`src/rtl/motor_ramp_seq.sv`:
```
// motor_ramp_seq: command sequencer for one locked-antiphase PWM channel.
// Takes coast/run/brake/clear commands and ramps the PWM duty toward a
// commanded target at a fixed rate. It latches a coast fault when
// currentlimit stays high for too long while running.
//
// Handshake (cmd_valid/cmd_ready): a command transfers on a rising clk edge
// where both are high. cmd_ready is high whenever reset is low, so the
// producer never stalls. Every transferred command is acted on or discarded
// on that same edge; nothing is queued.
module motor_ramp_seq #(
    parameter int unsigned RAMP_DIV     = 256,
    parameter int unsigned RAMP_STEP    = 1,
    parameter int unsigned FAULT_CYCLES = 16,
    parameter logic [7:0]  NEUTRAL      = 8'h80
) (
    input  logic       clk,
    input  logic       reset,
    input  logic       cmd_valid,
    output logic       cmd_ready,
    input  logic [1:0] cmd_op,
    input  logic [7:0] cmd_duty,
    input  logic       currentlimit,
    output logic       pwmldce,
    output logic [7:0] wrtdata,
    output logic       enablepwm,
    output logic       run,
    output logic       at_target,
    output logic       fault,
    output logic       cmd_err,
    output logic [1:0] state_dbg
);

    typedef enum logic [1:0] {
        S_IDLE  = 2'd0,
        S_RUN   = 2'd1,
        S_BRAKE = 2'd2,
        S_FAULT = 2'd3
    } state_t;

    localparam logic [1:0]  OP_COAST = 2'b00;
    localparam logic [1:0]  OP_RUN   = 2'b01;
    localparam logic [1:0]  OP_BRAKE = 2'b10;
    localparam logic [1:0]  OP_CLEAR = 2'b11;
    localparam logic [15:0] DIV_LAST = 16'(RAMP_DIV - 1);
    localparam logic [7:0]  FLT_LAST = 8'(FAULT_CYCLES - 1);
    localparam logic [8:0]  STEP9    = 9'(RAMP_STEP);

    state_t      state;
    logic [7:0]  duty;
    logic [7:0]  target;
    logic [15:0] div_cnt;
    logic [7:0]  flt_cnt;

    logic        accept;
    logic        tick;
    logic        trip;
    logic [8:0]  up_sum;
    logic [8:0]  dn_diff;
    logic [7:0]  stepped;
    logic [7:0]  ramp_duty;

    assign cmd_ready = ~reset;
    assign accept    = cmd_valid & cmd_ready;
    assign tick      = (state == S_RUN) && (div_cnt == DIV_LAST);
    // This edge would be the FAULT_CYCLES-th consecutive over-current clock.
    assign trip      = (state == S_RUN) && currentlimit && (flt_cnt == FLT_LAST);
    assign wrtdata   = duty;
    assign state_dbg = state;

    // Next ramp value, worked in 9 bits and clamped at the target so it
    // neither overshoots nor wraps past 8'h00 / 8'hFF.
    always_comb begin
        up_sum  = {1'b0, duty} + STEP9;
        dn_diff = {1'b0, duty} - STEP9;
        stepped = duty;
        if (duty < target) begin
            if (up_sum > {1'b0, target}) stepped = target;
            else                         stepped = up_sum[7:0];
        end else if (duty > target) begin
            if (dn_diff[8] || (dn_diff[7:0] < target)) stepped = target;
            else                                       stepped = dn_diff[7:0];
        end
        ramp_duty = tick ? stepped : duty;
    end

    // Command FSM, ramp divider, fault counter and all registered outputs.
    always_ff @(posedge clk) begin
        if (reset) begin
            state     <= S_IDLE;
            duty      <= NEUTRAL;
            target    <= NEUTRAL;
            div_cnt   <= '0;
            flt_cnt   <= '0;
            pwmldce   <= 1'b0;
            enablepwm <= 1'b0;
            run       <= 1'b1;
            at_target <= 1'b0;
            fault     <= 1'b0;
            cmd_err   <= 1'b0;
        end else begin
            pwmldce <= 1'b0;
            cmd_err <= 1'b0;
            if (trip) begin
                // Over-current beats any command landing on the same edge.
                state     <= S_FAULT;
                fault     <= 1'b1;
                duty      <= NEUTRAL;
                pwmldce   <= (duty != NEUTRAL);
                enablepwm <= 1'b0;
                run       <= 1'b1;
                at_target <= 1'b0;
                div_cnt   <= '0;
                flt_cnt   <= '0;
                cmd_err   <= accept;
            end else if (state == S_FAULT) begin
                div_cnt <= '0;
                flt_cnt <= '0;
                if (accept) begin
                    if (cmd_op == OP_CLEAR) begin
                        state <= S_IDLE;
                        fault <= 1'b0;
                    end else begin
                        cmd_err <= 1'b1;
                    end
                end
            end else if (accept && (cmd_op == OP_COAST || cmd_op == OP_BRAKE)) begin
                state     <= (cmd_op == OP_COAST) ? S_IDLE : S_BRAKE;
                duty      <= NEUTRAL;
                pwmldce   <= (duty != NEUTRAL);
                enablepwm <= 1'b0;
                run       <= (cmd_op == OP_COAST);
                at_target <= 1'b0;
                div_cnt   <= '0;
                flt_cnt   <= '0;
            end else if (accept && cmd_op == OP_RUN && state != S_RUN) begin
                state     <= S_RUN;
                duty      <= NEUTRAL;
                pwmldce   <= (duty != NEUTRAL);
                target    <= cmd_duty;
                enablepwm <= 1'b1;
                run       <= 1'b1;
                at_target <= (cmd_duty == NEUTRAL);
                div_cnt   <= '0;
                flt_cnt   <= '0;
            end else if (state == S_RUN) begin
                // Ramping; a RUN retarget here only swaps the target, and
                // a step on this edge still heads for the old one.
                duty    <= ramp_duty;
                pwmldce <= (ramp_duty != duty);
                div_cnt <= tick ? 16'd0 : div_cnt + 16'd1;
                flt_cnt <= currentlimit ? flt_cnt + 8'd1 : 8'd0;
                if (accept && cmd_op == OP_RUN) begin
                    target    <= cmd_duty;
                    at_target <= (ramp_duty == cmd_duty);
                end else begin
                    at_target <= (ramp_duty == target);
                end
            end else begin
                // IDLE or BRAKE with nothing that moves the state.
                div_cnt   <= '0;
                flt_cnt   <= '0;
                at_target <= 1'b0;
            end
        end
    end

endmodule

```
`config.mk`:
```
export PLATFORM = sky130hd
export DESIGN_NAME = motor_ramp_seq
export DESIGN_NICKNAME = d
export VERILOG_FILES = /design/src/rtl/motor_ramp_seq.sv
export SDC_FILE = /design/constraint.sdc
export NUM_CORES = 1
export LEC_CHECK = 0
export CORE_UTILIZATION = 54
export DETAILED_ROUTE_END_ITERATION = 8
export PLACE_DENSITY = 0.76
export SYNTH_ARGS = -nofsm -noshare
export SYNTH_HDL_FRONTEND = slang
export SYNTH_SLANG_ARGS = --single-unit
export TNS_END_PERCENT = 30
```
`constraint.sdc`:
```
create_clock -name clk -period 4.1 [get_ports clk]
set_input_delay 0.615 -clock clk [delete_from_list [all_inputs] [get_ports clk]]
set_output_delay 0.615 -clock clk [all_outputs]
set_load 0.1 [all_outputs]
```
* Word-level counts from Yosys, hierarchy flattened
Index checks and enable logic that the tools add are counted.
Cells by class: reductions and logical operators 25, equality and inequality tests 15, add/subtract/negate cells 4, order comparisons 4, mux-type cells 38, bitwise logic cells 7
Operators with widths (number):
- 2-to-1 mux 8 bit | 11
- 2-to-1 mux 1 bit | 20
- adder 16 x 1 -> 16 bit (second input constant) | 1
- == test 16 x 8 -> 1 bit (second input constant) | 1
- == test 8 bit | 2
- less-than comparator 8 bit | 2
- 2-to-1 mux 2 bit | 7
- OR reduction 7 bit | 2
- nonzero test 2 bit | 6
- adder 8 x 1 -> 9 bit (second input constant) | 1
- > comparator 9 x 8 -> 1 bit | 1
- subtractor 8 x 1 -> 9 bit (second input constant) | 1
- adder 8 x 1 -> 8 bit (second input constant) | 1
- == test 8 x 4 -> 1 bit (second input constant) | 1
- == test 8 bit (second input constant) | 1
- > comparator 8 bit | 1
- != test 8 bit | 1
- != test 8 bit (second input constant) | 1
- == test 2 bit (second input constant) | 3
- logical AND 1 bit | 6
- NOT 1 bit | 6
- AND reduction 3 bit | 2
- AND reduction 5 bit | 1
- == test 2 x 1 -> 1 bit (second input constant) | 2
- other kinds (10) | 12
Word-level totals: word-level logic and storage cells 104, flip-flop bits (word level) 48

* Longest topological paths before layout
Gate-level depths: netlist of run 1.
depth in word-level cells 13, depth in mapped cells 16, mapped depth without buffers 14

* Worst setup path after synthesis of run 1
OpenSTA, ideal clock, no wires.
path type register -> register, from register duty[1], in the netlist wrtdata[1], to register at_target, clock period less this slack 4.655 ns, stages on the path, launching flop included 15, data required time 3.982 ns, slack -0.555 ns, buffers on the path 0, setup time 0.118 ns, arrival time 4.537 ns, cells stage by stage dfxtp_1 > ha_1 > and3_4 > and3_4 > xor2_1 > ha_1 > a21o_1 > a21oi_1 > nand3_1 > a21oi_4 > mux2_2 > or4_1 > o221a_2 > o2111ai_1 > o21ai_1
Between the ends: cells in the longest elaborated chain, start to end 12
RTL lines:
- from (decl) | RTL line 49 | logic [7:0] duty;
- from (signal assigned) | RTL line 148 | duty <= ramp_duty;
- subtractor 8 x 1 -> 9 bit | RTL line 74 | dn_diff = {1'b0, duty} - STEP9;
- less-than comparator 8 bit | RTL line 80 | if (dn_diff[8] || (dn_diff[7:0] < target)) stepped = target;
- logical OR 1 bit | RTL line 80
- 2-to-1 mux 8 bit | RTL line 80
- 2-to-1 mux 8 bit | RTL line 79 | end else if (duty > target) begin
- 2-to-1 mux 8 bit | RTL line 76 | if (duty < target) begin
- 2-to-1 mux 8 bit * | RTL line 83 | ramp_duty = tick ? stepped : duty;
- == test 8 bit, on equally long branches | RTL line 156, 154
- 2-to-1 mux 1 bit * | RTL line 152 | if (accept && cmd_op == OP_RUN) begin
- 2-to-1 mux 1 bit * | RTL line 145 | end else if (state == S_RUN) begin
- 2-to-1 mux 1 bit * | RTL line 135 | end else if (accept && cmd_op == OP_RUN && state != S_RUN) begin
- 2-to-1 mux 1 bit * | RTL line 126 | end else if (accept && (cmd_op == OP_COAST || cmd_op == OP_BRAKE)) begin
- to (signal assigned) | RTL line 142 | at_target <= (cmd_duty == NEUTRAL);
- to (signal assigned) | RTL line 154 | at_target <= (ramp_duty == cmd_duty);
- to (signal assigned) | RTL line 156 | at_target <= (ramp_duty == target);
- to (decl) | RTL line 27 | output logic at_target,
Every way passes the cells marked *; elsewhere a longest branch is shown, timed or not. A chain may end at the register's enable or synchronous reset.

* Worst setup path after layout of run 1
from register duty[1], in the netlist wrtdata[1], to register pwmldce
Between the ends: cells in the longest elaborated chain, start to end 13
RTL lines:
- subtractor 8 x 1 -> 9 bit | RTL line 74
- less-than comparator 8 bit | RTL line 80
- logical OR 1 bit | RTL line 80
- 2-to-1 mux 8 bit | RTL line 80
- 2-to-1 mux 8 bit | RTL line 79
- 2-to-1 mux 8 bit | RTL line 76
- 2-to-1 mux 8 bit | RTL line 83
- != test 8 bit | RTL line 149 | pwmldce <= (ramp_duty != duty);
- 2-to-1 mux 1 bit | RTL line 145
- 2-to-1 mux 1 bit | RTL line 135
- 2-to-1 mux 1 bit | RTL line 126
- 2-to-1 mux 1 bit | RTL line 115 | end else if (state == S_FAULT) begin
- 2-to-1 mux 1 bit * | RTL line 103 | if (trip) begin
- to (signal assigned) | RTL line 108 | pwmldce <= (duty != NEUTRAL);
- to (signal assigned) | RTL line 129 | pwmldce <= (duty != NEUTRAL);
- to (signal assigned) | RTL line 138 | pwmldce <= (duty != NEUTRAL);
- to (decl) | RTL line 23 | output logic pwmldce,
Marked as above.

==> results of run 1 <==
==> worst max-delay path: stages (launching register included) <==
cell and delay, ns:
dfxtp_4 0.42, ha_1 0.24, and3_4 0.23, and3_4 0.20, xor2_1 0.21, ha_1 0.30, a21o_1 0.19, a21oi_2 0.20
nand3_2 0.13, buf_4 0.18, a21o_1 0.20, buf_4 0.17, a22oi_1 0.22, a2bb2oi_2 0.29, mux2i_1 0.12, a41o_1 0.28
a2111oi_2 0.28
==> what timing repair did <==
| action | 4_1_cts | 5_1_grt |
|---|---|---|
| pin swaps | 1 | 1 |
| gates resized for setup | 0 | 11 |
| endpoints found under the setup margin | 1 | 2 |
| setup buffers | 0 | 3 |
==> per-layer routing <==
metal | track usage [%] | wire length [µm] | vias to the layer above
met5 | 0 | 0 | -
met4 | 19.21 | 680 | 0
met3 | 5.224 | 1090 | 68
met2 | 55.87 | 6086 | 260
met1 | 46.52 | 5511 | 1994
li1 | - | - | 2013
==> through the flow <==
stage                     setup WS, ns  instances  TNS (ns)  area, µm²  utilization, %
after global routing          -0.01881        658  -0.03242       4823           66.86
after global placement          0.1499        647         0       4629           64.17
after detailed placement    0.00008882        647         0       4629           64.17
final                           0.1344        658         0       4823           66.86
after CTS                      0.01960        655         0       4757           65.94
after floorplan                0.03461        504         0       4039               -
==> synth_stat cells, types with 3 or more instances <==
master      n
a2111oi_0   4
a211oi_1   22
a21o_1      9
a21oi_1    27
a22o_1      3
a22oi_1     3
and3_1     14
and3_4      3
and4_1      5
buf_1       3
buf_2       4
clkbuf_1   11
dfxtp_1    48
ha_1       28
inv_1      19
mux2_2      4
mux2i_1    22
nand2_1    32
nand2b_1    3
nand3_1    26
nand4_1     8
nor2_1     55
nor2b_1     5
nor3_1     18
nor4_1      8
o2111ai_1   4
o211a_1     3
o211ai_1   11
o21a_1      3
o21ai_0    14
xnor2_1    12
xor2_1     22
==> state kept, by name (all words and copies together) (netlist names) <==
name / count
pwmldce: 1
at_target: 1
target: 8
fault: 1
run: 1
state_dbg: 2
enablepwm: 1
cmd_err: 1
div_cnt: 16
flt_cnt: 8
wrtdata: 8
==> final cells by class <==
| class | instances | area (µm²) | share of cell area, % |
|---|---|---|---|
| Clock inverter | 1 | 8.758 | 0.1816 |
| Multi-Input combinational cell | 416 | 2942 | 60.99 |
| Clock buffer | 7 | 118.9 | 2.464 |
| Inverter | 19 | 71.32 | 1.479 |
| Sequential cell | 48 | 975.9 | 20.23 |
| Timing Repair Buffer | 68 | 583.1 | 12.09 |
| Tap cell | 99 | 123.9 | 2.568 |
==> cells in the final DEF (no fill, tap or decap), types with 7 or more instances in the layout <==
cell type / n
a21oi_1: 24
nand4_1: 8
o21ai_0: 14
dfxtp_1: 42
clkdlybuf4s50_1: 29
nor3_1: 18
a21o_1: 9
nand2_1: 32
ha_1: 28
nor4_1: 7
and3_1: 14
xor2_1: 22
a211oi_1: 20
mux2i_1: 22
xnor2_1: 12
nor2_1: 54
nand3_1: 25
o211ai_1: 11
buf_4: 39
inv_1: 19
==> worst max path at each step <==
stage	startpoint	endpoint	slack [ns]
6_report	wrtdata[1]	pwmldce	0.13
5_1_grt	wrtdata[2]	pwmldce	-0.02
4_1_cts	wrtdata[1]	at_target	0.02
3_5_place_dp	wrtdata[1]	at_target	0.00009
3_3_place_gp	wrtdata[1]	at_target	0.15
2_1_floorplan	wrtdata[3]	at_target	0.03
==> logic make-up after synthesis <==
family,Yosys count
buffers and inverters,40
xor gates and xnor gates,34
AOI/OAI and AO/OA,137
and+or+nand+nor,191
adders and majority gates,28
muxes,26
DFF,48
==> power breakdown <==
part,internal (mW),switching [mW]
logic,0.0870,0.138
registers,0.468,0.00549
clock network,0.197,0.182
==> metrics, run 1 <==
DR WL/cell=20.32 µm; initial antenna violation count=0; run status=completed; Worst R2R Path Depth=16; CP Data Arrival Time=4.19 ns; synth unique cells=69; largest family of logic cells by synthesized area=compound AO/OA/AOI/OAI gates; Simple-Gate Fraction of Synth Area=24.32%; Compound-Gate Fraction of Synth Area=24.88%; routed wire length=13.37 mm; Synth Area in Adders=8.706%; main area contributors after synthesis=dfxtp_1 24%, ha_1 8.7%, mux2i_1 5.5%; Setup-failing EPs final=0; reg2reg end=pwmldce; fillcell total=631; final hold slack=0.4576 ns; worst-path maximum fanout=10; Die Y=88.32 µm; r2r startpoint=wrtdata[1]; total chip power=1.078 mW; die width=88.32 µm; hold_sp=flt_cnt[0]; core box area=7214 µm²; Port Buf Inserts=30; Die Area=7800 µm²; CTS root buffer=clkbuf_8; Final Max Slew Viols=0; layout cells sized above 1=14.31%; CP Class=flip-flop to flip-flop; Post-Synthesis Cells=504; worst vdd ir=0.0001576 V; Crit. End Element=flip-flop; GRT overflow=0; asr flop ratio synth=0%; sequential cell area fraction in the yosys report=23.88%; half-perimeter wire length after placement=10.25 mm; Layout area overhead=19.87%; cell row count=31; worst-margin pin slew=0.9885 ns; #FFs+latches synth=48; worst skew pair latency=0.31 ns; Max clock buf depth=2; CTS buffer count=5; IO Pins=31; Max-Slew Margin vs Limit=33.89%; CTS tree=done; register-to-register setup slack=0.13 ns; RSZ-0062 raised after global routing=yes; hold depth=1; NumNets Final=600; Max Clock Skew=0.01236 ns; multiplexer share of the synthesized area=6.592%; drc violations=0; LEAKAGE=1.902 nW; EDFF count, synth=0; Ant. Diodes=0; Cell Area, Synth=4024 µm²; clock slew at reported path FFs=0.10 ns; H-Tree Depth=2; syn nets=546; via/cell ratio=6.588; synth warn=0; first-pass iteration count of the detailed router=7; Synth area leader=dfxtp_1; Startpoint Class=flip-flop; starting density of the core=55.78%; Mean Syn Cell Area=7.984 µm²; Tcrit/Tclk final=96.72%; ANT nets after route=0; initial DRC count=533; Pwr Density=223.4 nW/µm²; max frequency=252.2 MHz; vias in the first global route=4035; first-pass GRT wire length=20.93 mm; WHS Endpoint=flt_cnt[0]; Final Wtd Congestion=1.063; clk sinks=48; CTS Hold Bufs=0; max cap viols=0; GRT Total Usage=35.39%; Tmin final=3.966 ns; via count=4335; largest net degree at the start of global routing=17; Final Hold Viols=0; post-synthesis xor/xnor area fraction=7.400%; required time of the critical path=4.32 ns; top cell type's share of synthesized area=23.88%; Hold Path Class=flip-flop to flip-flop; top_reg_cell synth=dfxtp_1
No activity file was read; power rests on OpenSTA's default activity.
==> inputs of run 2 (changes only) <==
--- a/config.mk
+++ b/config.mk
@@ -5,6 +5,7 @@
 export SDC_FILE = /design/constraint.sdc
 export NUM_CORES = 1
 export LEC_CHECK = 0
+export CORE_MARGIN = 3
 export CORE_UTILIZATION = 54
 export DETAILED_ROUTE_END_ITERATION = 8
 export PLACE_DENSITY = 0.76
==> run 2 against run 1 <==
Combinational power barely moved. Sequential power barely moved. Clock skew fell by 0.0059 ns. Setup slack improved by 0.021 ns. Largest cell class unchanged.
==> metrics, run 2 (synthesis results as in run 1) <==
Setup-failing EPs final=0; WHS Endpoint=flt_cnt[0]; Final Hold Viols=0; NumNets Final=590; largest net degree at the start of global routing=17; reg2reg end=at_target; cell row count=30; CTS buffer count=5; final hold slack=0.4603 ns; Ant. Diodes=0; worst skew pair latency=0.31 ns; Max clock buf depth=2; starting density of the core=57.33%; CP Data Arrival Time=4.15 ns; Final Max Slew Viols=0; Final Wtd Congestion=1.062; Comb pwr share=20.9%; initial DRC count=515; GRT Total Usage=31.00%; most frequent cells in the layout=55 x nor2_1, 42 x dfxtp_1, 32 x nand2_1; Worst R2R Path Depth=14; H-Tree Depth=2; met3 GRT Util=5.199%; half-perimeter wire length after placement=10.18 mm; GRT overflow=0; Layout area overhead=18.31%; Int Pwr=750.7 µW; placed instance count=632; total chip power=1.068 mW; max cap viols=0; max reg flops=16; commonest non-fill, non-tap cell in the layout=nor2_1; LEAKAGE=1.857 nW; Die Y=92.32 µm; Tmin final=3.944 ns; Worst Path Buf+Inv=0; hold_sp=flt_cnt[0]; worst vdd ir=0.0002763 V; IO Pins=31; RSZ-0062 raised after global routing=no; r2r startpoint=wrtdata[1]; hold depth=1; Crit path largest cell delay=0.63 ns; Crit. End Element=flip-flop; Hold Path Class=flip-flop to flip-flop; via/cell ratio=6.656; Max Clock Skew=0.006413 ns; met2 usage=48.82%; routed wire length=13.29 mm; run status=completed; required time of the critical path=4.31 ns; Startpoint Class=flip-flop; Pwr Density=224.3 nW/µm²; Max-Slew Margin vs Limit=33.83%; layout cells sized above 1=12.93%; vias in the first global route=3912; core box area=7019 µm²; Largest Register=div_cnt; first-pass GRT wire length=20.80 mm; Final Instance Count excl. Fillers=645; Finished Cell Area=4761 µm²; CP Class=flip-flop to flip-flop; register-to-register setup slack=0.16 ns; Clock Power Share=34.7%; Critical Path Source=wrtdata[1]; gr busiest metal=met2; crit-path cells=ha_1, and3_4, and3_4, xor2_1, ha_1, a21o_1, a21oi_2, a21oi_1, a21oi_4, mux2_2, or4_1, o221a_2, o2111ai_1, o21ai_1; Area after DPL=4536 µm²; fillcell total=601; Tcrit/Tclk final=96.21%; Port Buf Inserts=30; clk sinks=48; DR WL/cell=20.61 µm; first-pass iteration count of the detailed router=7; CTS tree=done; via count=4293; max frequency=253.5 MHz; Sw Ratio=29.69%; clock slew at reported path FFs=0.10 ns; sequential power share=44.4%; Final Util=67.83%; worst-path maximum fanout=10; Psw=317.1 µW; initial antenna violation count=0; ANT nets after route=0; Top delay family on crit path=compound AO/OA/AOI/OAI gates; Die Area=8523 µm²; Worst path slowest cell=or4_1; met1 usage=41.99%; drc violations=0; CTS root buffer=clkbuf_8; die width=92.32 µm; worst-margin pin slew=0.9894 ns
==> run 2: layer usage <==
metal,share of wire (%),up-vias
li1,-,1990
met1,41,1974
met2,45,273
met3,9.3,56
met4,4.4,0
met5,0,-
==> run 2: cell type report <==
type,count,area [µm²],area share (%)
inverter,19,71.32,1.498
tap,96,120.1,2.523
timing repair buffer,58,508.0,10.67
multi-input combinational,416,2958,62.13
clock buffer,7,118.9,2.497
clock inverter,1,8.758,0.1840
sequential,48,975.9,20.50
==> run 2: through the flow <==
stage,setup TNS (ns),setup WS [ns]
finish,0,0.1555
global route,0,0.003976
detailed placement,0,0.01887
CTS,0,0.08173
global placement,-0.06693,-0.06693
floorplan,0,0.03461
==> run 2: how the worst max path moves through the flow <==
stage | end | slack, ns | cells after the start
after floorplan | at_target | 0.03 | 15
after global placement | pwmldce | -0.07 | 15
after detailed placement | pwmldce | 0.02 | 15
after CTS | pwmldce | 0.08 | 15
after global routing | at_target | 0.004 | 14
final | at_target | 0.16 | 14
==> run 2: power groups by stage <==
stage	sequential, mW	clock, mW	combinational [mW]
final	0.474	0.370	0.224
after global routing	0.475	0.398	0.236
after CTS	0.473	0.379	0.204
after detailed placement	0.484	0	0.203
after global placement	0.484	0	0.203
after floorplan	0.495	0	0.127
==> run 2: what timing repair did <==
action                                  in CTS  in global routing
pin swaps                                    0                  2
setup buffers                                0                  5
endpoints found under the setup margin       1                  2
resized for setup                            1                 13
hold buffers                                 0                  0
==> run 2: worst register-to-register path: cells and delay by family (launching register included) <==
kind                     cells  cell delay [ns]
AO/OA/AOI/OAI                7             1.20
XOR/XNOR                     1             0.22
adder cells (fa/ha/maj)      2             0.55
flip-flops                   1             0.44
multiplexers                 1             0.37
AND/OR/NAND/NOR              3             1.07
==> inputs of run 3 (changes only) <==
--- a/config.mk
+++ b/config.mk
@@ -7,6 +7,7 @@
 export LEC_CHECK = 0
 export CORE_MARGIN = 3
 export CORE_UTILIZATION = 54
+export CTS_CLUSTER_DIAMETER = 50
 export DETAILED_ROUTE_END_ITERATION = 8
 export PLACE_DENSITY = 0.76
 export SYNTH_ARGS = -nofsm -noshare
==> results of run 3 <==
Final layout, timing and power as in run 2 (identical DEF).
